<file path="src/rtl/oram_client_pkg.sv">
// Shared types and geometry for the ORAM host client.
package oramPkg;

   localparam int unsigned BYTE_WIDTH      = 8;
   localparam int unsigned BYTES_PER_BLOCK = 4;
   localparam int unsigned TREE_DEPTH      = 8;
   localparam int unsigned DATA_W          = BYTE_WIDTH * BYTES_PER_BLOCK;

   typedef struct packed {
      logic                  write;
      logic [TREE_DEPTH-1:0] block;
      logic [DATA_W-1:0]     data;
   } oram_req_t;

   localparam int unsigned REQ_W = $bits(oram_req_t);

   typedef enum logic [2:0] {
      StIdle,
      StRestart,
      StIssue,
      StWait,
      StResp
   } client_state_t;

endpackage

</file>
<file path="src/rtl/oram_client_req_fifo.sv">
// Synchronous request queue with full/empty flags; head entry is visible on rdata.
module oram_req_fifo
   import oramPkg::*;
#(
   parameter int unsigned DEPTH = 4
) (
   input  logic             clk,
   input  logic             rst,
   input  logic             push,
   input  logic [REQ_W-1:0] wdata,
   input  logic             pop,
   output logic [REQ_W-1:0] rdata,
   output logic             full,
   output logic             empty
);

   localparam int unsigned AW = (DEPTH > 1) ? $clog2(DEPTH) : 1;
   localparam logic [AW-1:0] PTR_MAX = AW'(DEPTH - 1);

   logic [REQ_W-1:0] mem_q [DEPTH];
   logic [AW-1:0]    wptr_q, rptr_q;
   logic [AW:0]      count_q;
   logic             do_push, do_pop;

   assign full    = (count_q == (AW + 1)'(DEPTH));
   assign empty   = (count_q == '0);
   assign do_push = push && !full;
   assign do_pop  = pop && !empty;
   assign rdata   = mem_q[rptr_q];

   always_ff @(posedge clk) begin
      if (do_push) begin
         mem_q[wptr_q] <= wdata;
      end
   end

   always_ff @(posedge clk or posedge rst) begin
      if (rst) begin
         wptr_q  <= '0;
         rptr_q  <= '0;
         count_q <= '0;
      end else begin
         if (do_push) begin
            wptr_q <= (wptr_q == PTR_MAX) ? '0 : wptr_q + 1'b1;
         end
         if (do_pop) begin
            rptr_q <= (rptr_q == PTR_MAX) ? '0 : rptr_q + 1'b1;
         end
         unique case ({do_push, do_pop})
            2'b10:   count_q <= count_q + 1'b1;
            2'b01:   count_q <= count_q - 1'b1;
            default: count_q <= count_q;
         endcase
      end
   end

endmodule

</file>
<file path="src/rtl/oram_client.sv">
// Host-side ORAM client: queues requests and runs them one at a time, each preceded
// by an ORAM restart pulse, with a bounded wait for the ORAM result.
module oram_client
   import oramPkg::*;
#(
   parameter int unsigned FIFO_DEPTH     = 4,
   parameter int unsigned RESTART_CYCLES = 1,
   parameter int unsigned TIMEOUT_CYCLES = 1024
) (
   input  logic                  clk,
   input  logic                  rst,
   input  logic                  req_valid,
   output logic                  req_ready,
   input  logic                  req_write,
   input  logic [TREE_DEPTH-1:0] req_block,
   input  logic [DATA_W-1:0]     req_data,
   output logic                  rsp_valid,
   input  logic                  rsp_ready,
   output logic [DATA_W-1:0]     rsp_data,
   output logic                  rsp_write,
   output logic                  rsp_error,
   output logic [TREE_DEPTH-1:0] oram_block_num,
   output logic [DATA_W-1:0]     oram_write_val,
   output logic                  oram_rw_indicator,
   output logic                  oram_input_ready,
   output logic                  oram_rst,
   input  logic [DATA_W-1:0]     oram_read_val,
   input  logic                  oram_output_ready
);

   localparam int unsigned RW = (RESTART_CYCLES > 1) ? $clog2(RESTART_CYCLES) : 1;
   localparam int unsigned TW = (TIMEOUT_CYCLES > 1) ? $clog2(TIMEOUT_CYCLES) : 1;
   localparam logic [RW-1:0] RMAX = RW'(RESTART_CYCLES - 1);
   localparam logic [TW-1:0] TMAX = TW'(TIMEOUT_CYCLES - 1);

   client_state_t     state_q, state_d;
   oram_req_t         op_q, req_in, fifo_rdata;
   logic [RW-1:0]     rcnt_q;
   logic [TW-1:0]     tcnt_q;
   logic [DATA_W-1:0] rsp_data_q;
   logic              rsp_error_q;
   logic              fifo_full, fifo_empty, fifo_pop, in_resp;

   assign req_in   = '{write: req_write, block: req_block, data: req_data};
   assign fifo_pop = (state_q == StIdle) && !fifo_empty;
   assign in_resp  = (state_q == StResp);

   oram_req_fifo #(
      .DEPTH(FIFO_DEPTH)
   ) u_fifo (
      .clk  (clk),
      .rst  (rst),
      .push (req_valid && req_ready),
      .wdata(req_in),
      .pop  (fifo_pop),
      .rdata(fifo_rdata),
      .full (fifo_full),
      .empty(fifo_empty)
   );

   always_ff @(posedge clk or posedge rst) begin
      if (rst) begin
         state_q <= StIdle;
      end else begin
         state_q <= state_d;
      end
   end

   always_comb begin
      state_d = state_q;
      unique case (state_q)
         StIdle:    if (!fifo_empty) state_d = StRestart;
         StRestart: if (rcnt_q == RMAX) state_d = StIssue;
         StIssue:   state_d = StWait;
         StWait:    if (oram_output_ready || tcnt_q == TMAX) state_d = StResp;
         StResp:    if (rsp_ready) state_d = StIdle;
         default:   state_d = StIdle;
      endcase
   end

   // Operation register and counters; reset discards any in-flight operation.
   always_ff @(posedge clk or posedge rst) begin
      if (rst) begin
         op_q        <= '0;
         rcnt_q      <= '0;
         tcnt_q      <= '0;
         rsp_data_q  <= '0;
         rsp_error_q <= 1'b0;
      end else begin
         unique case (state_q)
            StIdle: begin
               if (fifo_pop) begin
                  op_q   <= fifo_rdata;
                  rcnt_q <= '0;
               end
            end
            StRestart: if (rcnt_q != RMAX) rcnt_q <= rcnt_q + 1'b1;
            StIssue:   tcnt_q <= '0;
            StWait: begin
               if (oram_output_ready) begin
                  rsp_data_q  <= op_q.write ? '0 : oram_read_val;
                  rsp_error_q <= 1'b0;
               end else if (tcnt_q == TMAX) begin
                  rsp_data_q  <= '0;
                  rsp_error_q <= 1'b1;
               end else begin
                  tcnt_q <= tcnt_q + 1'b1;
               end
            end
            default: ;
         endcase
      end
   end

   always_comb begin
      req_ready         = !rst && !fifo_full;
      oram_rst          = rst || (state_q == StRestart);
      oram_input_ready  = (state_q == StIssue) || (state_q == StWait);
      oram_block_num    = op_q.block;
      oram_rw_indicator = op_q.write;
      // Reads present zero so a previous write's data is never forwarded.
      oram_write_val    = op_q.write ? op_q.data : '0;
      rsp_valid         = in_resp;
      rsp_data          = in_resp ? rsp_data_q : '0;
      rsp_write         = in_resp && op_q.write;
      rsp_error         = in_resp && rsp_error_q;
   end

endmodule

</file>
<file path="config.mk">
export PLATFORM = sky130hd
export DESIGN_NAME = oram_client
export DESIGN_NICKNAME = d
export VERILOG_FILES = /design/src/rtl/oram_client_pkg.sv /design/src/rtl/oram_client_req_fifo.sv /design/src/rtl/oram_client.sv
export SDC_FILE = /design/constraint.sdc
export NUM_CORES = 1
export LEC_CHECK = 0
export CORE_UTILIZATION = 54
export CTS_CLUSTER_SIZE = 25
export DETAILED_ROUTE_END_ITERATION = 8
export PLACE_DENSITY_LB_ADDON = 0.3
export REMOVE_ABC_BUFFERS = 1
export SYNTH_ARGS = -nofsm -noshare
export SYNTH_HDL_FRONTEND = slang
export SYNTH_HIERARCHICAL = 1
export SYNTH_SLANG_ARGS = --single-unit
</file>
<file path="constraint.sdc">
create_clock -name clk -period 3.05 [get_ports clk]
set_input_delay 0.4575 -clock clk [delete_from_list [all_inputs] [get_ports clk]]
set_output_delay 0.4575 -clock clk [all_outputs]
set_load 0.01 [all_outputs]
</file>
==> flow_summary.json <==
{
  "status": "complete, no violations",
  "hold_viol_final": 0,
  "endpoint_kind": "output pin",
  "avgSynthCellArea_um2": 18.0,
  "worst-r2r-cell-count": 9,
  "critPathLaunch": "state_q[2]",
  "combPwrFrac": 0.301,
  "final.setup_skew_ns": 0.0166,
  "cts_tree": "yes",
  "cp_max_fo": 27,
  "area.growth.synth_to_final_pct": 24.3,
  "num_antenna_cells": 0,
  "synth_area_mm2": 0.0105,
  "grt_pass1_vias": 5997,
  "final_cells": 1023,
  "timing.fmax_ghz": 0.356,
  "start_util": 0.557,
  "synth.distinct_cells": 49,
  "via_per_inst": 5.58,
  "place_ws_ns": 0.316,
  "p_clk_frac": 0.257,
  "rows": 50,
  "ant_nets": 0,
  "clk_latency_ns": 0.53,
  "fill_cells": 1225,
  "dp_cells": 975,
  "synth.most_common_cell": "edfxtp_1",
  "die_h_um": 142,
  "grt_max_degree": 62,
  "layout-drive-gt1-share": 0.198,
  "powerDensity_mw_per_mm2": 902,
  "synth-edff-count": 164,
  "die_x_um": 142,
  "setup_violations": 0,
  "grt_pass1_wl_um": 32800,
  "synthArstFlopShare": 0.364,
  "io_pins": 157,
  "antenna_found_initial": 0,
  "finalNetCount": 829,
  "netlist_instances": 584,
  "dieArea_mm2": 0.0201,
  "max-vdd-ir-drop_mv": 0.603,
  "synth_top_area_share": 0.468,
  "synth_xor_xnor_area_share": 0.00499,
  "port_buffers": 156,
  "seqPwrFrac": 0.442,
  "vias": 5704,
  "r2r_slack_ns": 0.61,
  "core_mm2": 0.0189,
  "clockBufferDepth": 3,
  "ys_ff_latch": 258,
  "rr_endpoint": "u_fifo/count_q[2]",
  "slew_headroom": 0.235,
  "ys_warn_count": 6,
  "r2r_start": "state_q[2]",
  "p_leak_uw": 0.00500,
  "first_iter_violations": 251,
  "power.switching_uw": 3340,
  "numCtsBuffers": 26,
  "worst_ep_required_time_ns": 2.59,
  "synth.mux.area_fraction": 0.150,
  "synth-adder-area-share": 0.0102,
  "p_sw_frac": 0.283,
  "cts_resized": 0,
  "timing.hold.ws_ns": 0.293,
  "fin_crit_sh": 0.921,
  "tightest_slew_ns": 1.15,
  "dp_hpwl_um": 12700,
  "clk_pin_slew_ns": 0.06,
  "drt_wl_total_um": 20600,
  "synth_compound_area_frac": 0.0386,
  "p_int_uw": 8470,
  "synthSimpleGateAreaFrac": 0.0712,
  "maxCapViolCount": 0,
  "synth-main-ff-cell": "edfxtp_1",
  "cts_root_buf": "clkbuf_16",
  "hold_buffers": 0,
  "rsz0062_at_grt": "no",
  "dr.pass1.iters": 7,
  "synth-seq-area-share": 0.691,
  "drc": 0,
  "htree_levels": 1,
  "postPlaceCellArea_mm2": 0.0123,
  "synth_common_cells": "edfxtp_1 (164), dfrtp_1 (94), and2_1 (38), mux4_2 (38), and3_1 (35)",
  "synth_top_family_by_area": "multiplexers",
  "setup_slack_ns": 0.242,
  "grt_use_total": 0.215,
  "period_needed_ns": 2.81,
  "postCtsSetupBuffers": 0,
  "clock-sinks": 258,
  "routabilityCongestion": 0.870,
  "cp-endpoint": "rsp_error",
  "wl_per_cell_um": 20.1,
  "multi_input_area_mm2": 0.00291,
  "drv_slew": 0,
  "hp-class": "in2async",
  "postLayoutCellArea_mm2": 0.0131,
  "critPathKind": "reg2out",
  "arrival_ns": 2.35,
  "synth_area_leaders": "edfxtp_1 (47%), dfrtp_1 (22%), mux4_2 (8.1%), mux2_4 (4.1%), a22o_1 (2.7%)",
  "start_kind": "flip-flop",
  "ff_latch_area_mm2": 0.00728,
  "synth_top_cell_by_area": "edfxtp_1",
  "overflow": 0
}
==> kinds of logic (layout without fill, tap and decap cells) <==
kind of cell	after synthesis	after routing
buf+inv	52	231
simple gates	119	119
xor+xnor	6	6
fa+ha+maj	8	8
flops	258	258
compound gates	52	52
mux	89	89
==> layout by cell type (no fill, tap or decap), drive strengths merged, types with 2 or more instances in the layout <==
cell	count
clkbuf	39
bufinv	2
nor3	3
o211ai	2
nand4	3
and4b	2
nor3b	2
mux2	46
a21oi	7
nand2b	3
mux4	41
or3	2
nand2	7
edfxtp	164
clkdlybuf4s50	156
nor2	13
inv	12
clkinvlp	2
ha	7
nor2b	3
mux2i	2
buf	15
dfrtp	94
and2	38
and3	36
o21ai	7
xor2	5
a22o	32
clkinv	5
==> power groups by stage <==
stage               registers [uW]  logic [uW]  clock network (uW)
floorplan                     5100        2280                   0
global placement              5230        3480                   0
detailed placement            5290        3560                   0
CTS                           5240        3610                3110
global route                  5340        3840                3240
finish                        5220        3550                3040
==> cell type report <==
cell class / instances / share of cell area
Sequential cell: 258 / 0.556
Multi-Input combinational cell: 274 / 0.222
Timing Repair Buffer: 171 / 0.130
Clock buffer: 39 / 0.0550
Tap cell: 260 / 0.0249
Clock inverter: 9 / 0.00841
Inverter: 12 / 0.00363
==> registers in the layout (all words and copies together) (netlist names), 2 cells and up <==
| name | cells |
|---|---|
| u_fifo/wptr_q | 2 |
| tcnt_q | 10 |
| oram_block_num | 8 |
| u_fifo/count_q | 3 |
| u_fifo/mem_q | 164 |
| op_q | 32 |
| rsp_data_q | 32 |
| state_q | 3 |
| u_fifo/rptr_q | 2 |
==> metrics by stage <==
| stage | setup TNS [ns] | power [uW] | utilization |
|---|---|---|---|
| after floorplan | -6.85 | 7380 | - |
| after global placement | 0 | 8710 | 0.649 |
| after detailed placement | 0 | 8850 | 0.649 |
| after CTS | 0 | 12000 | 0.693 |
| after global routing | 0 | 12400 | 0.693 |
| final | 0 | 11800 | 0.693 |
==> critical path, stage by stage (launching register included) <==
cell	delay, ns
dfrtp_1	0.82
buf_4	0.31
and3_1	0.16
clkdlybuf4s50_1	0.54
==> per-layer routing <==
layer,track usage,vias to the layer above,share of wire
met2,0.371,219,0.50
met3,0.0479,38,0.069
met1,0.276,2889,0.41
li1,-,2558,-
met5,0,-,0
met4,0.0555,0,0.022
==> how the worst min path moves through the flow <==
stage / slack (ns) / from / endpoint / cells past startpoint
after CTS: 0.29 / rst / u_fifo/count_q[2] / 2
after detailed placement: 0.48 / rsp_data_q[16] / rsp_data_q[16] / 1
final: 0.29 / rst / u_fifo/count_q[2] / 2
after global placement: 0.47 / u_fifo/count_q[2] / u_fifo/count_q[2] / 1
after floorplan: 0.26 / rst / u_fifo/count_q[0] / 1
after global routing: 0.32 / rst / u_fifo/count_q[0] / 2
Note: power is estimated with default switching activity, not from simulation.
